--- src/rtl/pwm_multi_channel.sv ---
// Multi-channel PWM generator with a shared period counter.
// Each channel has a double-buffered duty register: writes land in a pending
// register and are copied to the active register only at a period boundary,
// or continuously while the generator is idle. Output polarity per channel
// is applied directly, without buffering.
module pwm_multi_channel #(
  parameter int CH = 4,
  parameter int W  = 8,
  localparam int SW = (CH > 1) ? $clog2(CH) : 1
) (
  input  logic          clk,
  input  logic          reset,
  input  logic          enable,
  input  logic [W-1:0]  period,
  input  logic          duty_wr,
  input  logic [SW-1:0] duty_sel,
  input  logic [W-1:0]  duty_data,
  input  logic [CH-1:0] polarity,
  output logic [CH-1:0] pwm_out,
  output logic          period_start
);

  localparam logic [W-1:0] CNT_ZERO = {W{1'b0}};
  localparam logic [W-1:0] CNT_ONE  = {{(W-1){1'b0}}, 1'b1};

  // Counter and per-channel state
  logic [W-1:0]  cnt_r;
  logic [W-1:0]  period_act_r;
  logic [W-1:0]  duty_pend_r [CH];
  logic [W-1:0]  duty_act_r  [CH];
  logic [CH-1:0] pwm_out_r;
  logic          period_start_r;

  // Combinational helpers
  logic          boundary_s;
  logic          reload_s;
  logic [W-1:0]  duty_pend_next_s [CH];
  logic [CH-1:0] active_s;
  logic          cnt_is_zero_s;

  assign pwm_out      = pwm_out_r;
  assign period_start = period_start_r;

  // Boundary detection; the active registers reload at a boundary or while idle
  always_comb begin
    boundary_s    = 1'b0;
    reload_s      = 1'b0;
    cnt_is_zero_s = 1'b0;
    if (enable && (cnt_r == period_act_r)) begin
      boundary_s = 1'b1;
    end else begin
      boundary_s = 1'b0;
    end
    if (!enable || boundary_s) begin
      reload_s = 1'b1;
    end else begin
      reload_s = 1'b0;
    end
    if (cnt_r == CNT_ZERO) begin
      cnt_is_zero_s = 1'b1;
    end else begin
      cnt_is_zero_s = 1'b0;
    end
  end

  // Pending duty as it will be after this cycle's write; a write in a
  // boundary cycle is therefore picked up for the following period.
  // Selector values without a matching channel never hit and are dropped.
  always_comb begin
    for (int i = 0; i < CH; i++) begin
      duty_pend_next_s[i] = duty_pend_r[i];
      if (duty_wr && (duty_sel == SW'(i))) begin
        duty_pend_next_s[i] = duty_data;
      end else begin
        duty_pend_next_s[i] = duty_pend_r[i];
      end
    end
  end

  // Compare the counter with each active duty (unsigned, so duty 0 never
  // fires and any duty above the period keeps the channel fully on)
  always_comb begin
    active_s = {CH{1'b0}};
    for (int i = 0; i < CH; i++) begin
      if (cnt_r < duty_act_r[i]) begin
        active_s[i] = 1'b1;
      end else begin
        active_s[i] = 1'b0;
      end
    end
  end

  // Pending duty registers accept writes in every cycle, enabled or not
  always_ff @(posedge clk or posedge reset) begin
    if (reset) begin
      for (int i = 0; i < CH; i++) begin
        duty_pend_r[i] <= CNT_ZERO;
      end
    end else begin
      for (int i = 0; i < CH; i++) begin
        duty_pend_r[i] <= duty_pend_next_s[i];
      end
    end
  end

  // Shared period counter and the period/duty values latched at reload
  always_ff @(posedge clk or posedge reset) begin
    if (reset) begin
      cnt_r        <= CNT_ZERO;
      period_act_r <= CNT_ZERO;
      for (int i = 0; i < CH; i++) begin
        duty_act_r[i] <= CNT_ZERO;
      end
    end else begin
      if (!enable || boundary_s) begin
        cnt_r <= CNT_ZERO;
      end else begin
        cnt_r <= cnt_r + CNT_ONE;
      end
      if (reload_s) begin
        period_act_r <= period;
        for (int i = 0; i < CH; i++) begin
          duty_act_r[i] <= duty_pend_next_s[i];
        end
      end else begin
        period_act_r <= period_act_r;
        for (int i = 0; i < CH; i++) begin
          duty_act_r[i] <= duty_act_r[i];
        end
      end
    end
  end

  // Registered outputs: one cycle behind the counter; idle drives the
  // inactive level on every channel
  always_ff @(posedge clk or posedge reset) begin
    if (reset) begin
      pwm_out_r      <= {CH{1'b0}};
      period_start_r <= 1'b0;
    end else begin
      if (enable) begin
        pwm_out_r      <= polarity ^ active_s;
        period_start_r <= cnt_is_zero_s;
      end else begin
        pwm_out_r      <= polarity;
        period_start_r <= 1'b0;
      end
    end
  end

endmodule

--- config.mk ---
export PLATFORM = sky130hd
export DESIGN_NAME = pwm_multi_channel
export DESIGN_NICKNAME = d
export VERILOG_FILES = /design/src/rtl/pwm_multi_channel.sv
export SDC_FILE = /design/constraint.sdc
export NUM_CORES = 1
export LEC_CHECK = 0
export BUFFER_PORTS_ARGS = -buffer_cell sky130_fd_sc_hd__buf_4
export CAP_MARGIN = 20
export CORE_ASPECT_RATIO = 2
export CORE_MARGIN = 1
export CORE_UTILIZATION = 40
export CTS_CLUSTER_SIZE = 8
export DETAILED_ROUTE_END_ITERATION = 6
export GPL_ROUTABILITY_DRIVEN = 0
export MAX_ROUTING_LAYER = met4
export SYNTH_ARGS = -nofsm -noshare
export SYNTH_HDL_FRONTEND = slang
export SYNTH_SLANG_ARGS = --single-unit
export TNS_END_PERCENT = 100
--- constraint.sdc ---
create_clock -name clk -period 7.58 [get_ports clk]
set_clock_uncertainty 0.1 [all_clocks]
set_input_delay 0.379 -clock clk [delete_from_list [all_inputs] [get_ports clk]]
set_output_delay 0.379 -clock clk [all_outputs]
set_load 0.01 [all_outputs]
==> metrics.md <==
| Metric | Value |
|---|---|
| Status | finished, final reports clean |
| Fill count | 908 |
| Crit path kind | register to register |
| Clock Path Buffers | 2 |
| Pre-antenna DRT Iters | 4 |
| Avg Cell Area, Syn | 13.65 um^2 |
| Yosys warnings | 0 |
| CP Max Fanout | 30 |
| Vias per Instance | 4.963 |
| H-tree level count | 3 |
| Fraction of layout cells with a size suffix above 1 | 37.46% |
| Max-slew headroom | 32.78% |
| DIE HEIGHT | 146.1 um |
| DR iter-0 viols | 105 |
| FP Rows | 52 |
| Dpl hpwl | 6137 um |
| FMAX | 359.0 MHz |
| Slowest stage delay, CP | 0.83 ns |
| Final WL | 8291 um |
| Slew @ Worst Pin | 1.005 ns |
| Clk slew on worst S/H paths | 0.06 ns |
| Largest net degree at the start of global routing | 59 |
| Via count | 2,392 |
| Routed wire length on met3 | 173 um |
| Seq/Total Area, Yosys | 51.25% |
| Top Metal Used | met4 |
| NumNets Final | 398 |
| Die ar. | 0.01081 mm^2 |
| Worst hold path class | input pin to register |
| Wire length per cell | 17.20 um |
| Yosys cell types | 29 |
| Core ar. | 0.01008 mm^2 |
| Worst Setup End Kind | register |
| Period utilisation layout | 36.75% |
| Tmin final | 2.786 ns |
| Total GRT Usage | 17.88% |
| Area Overhead vs Synth | 16.25% |
| Clk root buf | clkbuf_16 |
| Final instance area | 0.004825 mm^2 |
| Critical path cell sequence | xnor2_1, nand4_1, o21ai_4, buf_4, mux2_2 |
| Initial antenna violation count | 0 |
| Critical path startpoint category | register |
| Multiplexer share of the synthesized area | 20.62% |
| N_diodes | 0 |
| Placed inst area | 0.004513 mm^2 |
| Clock sink count | 85 |
| DRT antenna net count | 0 |
| Initial Util | 41.15% |
| Number of global-route vias before repair | 2,630 |
| WP data arrival | 2.91 ns |
| Die span in x | 74.03 um |
| Max-cap viol count | 0 |
| CTS buffer count | 9 |
| Overflow after GRT | 0 |
| Synth Area in Adders | 9.044% |
| Cells after Synth | 304 |
| Post-Syn Area | 0.004150 mm^2 |
| WL met2 | 4565 um |
| Most common cell after layout, fill and taps aside | dfrtp_1 |
| Commonest cells after routing, fill and taps aside | dfrtp_1 (85), mux2_2 (57), buf_4 (32), inv_1 (31), ha_1 (30) |
| I/O Buffers | 30 |
| RSZ-0062 raised after global routing | false |
| Leakage power | 2.306 nW |
| WHS | 0.1183 ns |
| Global-route wire length before repair | 13,690 um |
| Slowest CP cell | o21ai_4 |
| End-of-flow core utilization | 47.84% |
| I/O pin count | 31 |
| Met1 wire length | 3327 um |
| PD cells | 259.8 mW/mm^2 |
| CTS resizes | 0 |
| Clock latency on the worst-skew pair | 0.33 ns |
| CP Data Required Time | 7.70 ns |
| Post-Synth Simple-Gate Area | 5.185% |
| DRC viols | 0 |
| Post-synthesis xor/xnor area fraction | 3.799% |
| Hold Fails Final Rpt | 0 |
| # setup viols final | 0 |
| Fin. max-slew vios | 0 |
| CTS tree | yes |
| Largest family of logic cells by synthesized area | multiplexers |
| Syn nets | 360 |
| Synth Area in Compound Gates | 5.879% |
| Final setup TNS | 0 ns |
| Synthesis-stage register bit count | 85 |
| Max VDD drop | 0.1549 mV |
==> routing by layer <==
| layer | up-vias | track usage, % |
|---|---|---|
| li1 | 1132 | - |
| met5 | - | - |
| met1 | 1211 | 20.13 |
| met2 | 34 | 30.14 |
| met3 | 15 | 2.692 |
| met4 | 0 | 8.365 |
==> registers in the layout (all words and copies together), names as in the netlist <==
signal and flops:
period_start 1, duty_pend_r 32, duty_act_r 32, pwm_out 4
cnt_r 8, period_act_r 8
==> layout make-up <==
type	count	area, um^2	share of cell area (%)
repair buffers	33	250.2	5.187
flip-flops and latches	85	2127	44.09
well taps	135	168.9	3.501
inverters	32	121.4	2.516
clock inverters	6	62.56	1.297
multi-input cells	181	1856	38.46
clock buffers	10	239.0	4.953
==> worst paths after layout <==
kind | startpoint | end | slack, ns | depth (start not counted)
worst max register to register | cnt_r[2] | duty_act_r[20] | 4.79 | 5
worst min-delay path | polarity[3] | pwm_out[3] | 0.12 | 2
max in group asynchronous | reset | duty_pend_r[27] | 5.77 | 4
worst min register to register | duty_act_r[30] | duty_act_r[30] | 0.39 | 1
min in group asynchronous | reset | duty_pend_r[17] | 0.51 | 3
worst max-delay path | cnt_r[2] | duty_act_r[20] | 4.79 | 5
==> through the flow <==
| stage | setup WS (ns) | power, mW | instances |
|---|---|---|---|
| 6_report | 4.794 | 1.253 | 482 |
| 3_5_place_dp | 4.805 | 0.8305 | 465 |
| 2_1_floorplan | 4.908 | 0.7525 | 304 |
| 4_1_cts | 4.801 | 1.270 | 482 |
| 3_3_place_gp | 4.838 | 0.8227 | 465 |
| 5_1_grt | 4.635 | 1.321 | 482 |
==> cells by family after synthesis <==
kind of cell / count (synthesis)
fa+ha+maj: 30
buf+inv: 38
mux: 72
simple gates: 36
compound gates: 25
xor+xnor: 18
flops: 85
==> Yosys cell counts (all sizes together) <==
library cell,n,area share (%)
and3,2,0.33
nor2,8,0.72
xnor2,9,1.9
dfrtp,85,51
nand3b,6,1.1
inv,32,2.9
nor3b,1,0.45
o21a,4,0.72
ha,30,9.0
a21o,4,0.72
buf,6,1.3
nand2b,4,0.78
o21ai,5,0.69
nand4,2,0.30
xor2,9,1.9
or4,1,0.18
nor4,1,0.15
a41oi,4,1.6
nand2,5,0.45
nand3,6,0.72
mux2,72,21
o21bai,4,0.72
a2111oi,4,1.4
==> repair_timing <==
item	CTS	global route
hold endpoints to repair	27	0
hold buffers	1	0
buffers inserted	0	0
==> power by group <==
group | internal [mW] | leakage (nW) | switching, mW | total (mW)
registers | 0.536 | 1.02 | 0.0410 | 0.577
clock network | 0.263 | 0.152 | 0.172 | 0.436
logic | 0.131 | 1.13 | 0.110 | 0.241
total | 0.930 | 2.31 | 0.323 | 1.25
==> worst max-delay path: cells and delay by family, from the launching register on <==
kind | cells | cell delay (ns)
buffers and inverters | 1 | 0.44
AO/OA/AOI/OAI | 1 | 0.83
XOR/XNOR | 1 | 0.17
multiplexers | 1 | 0.37
AND/OR/NAND/NOR | 1 | 0.16
flip-flops | 1 | 0.57
No activity file was read; power rests on OpenSTA's default activity.
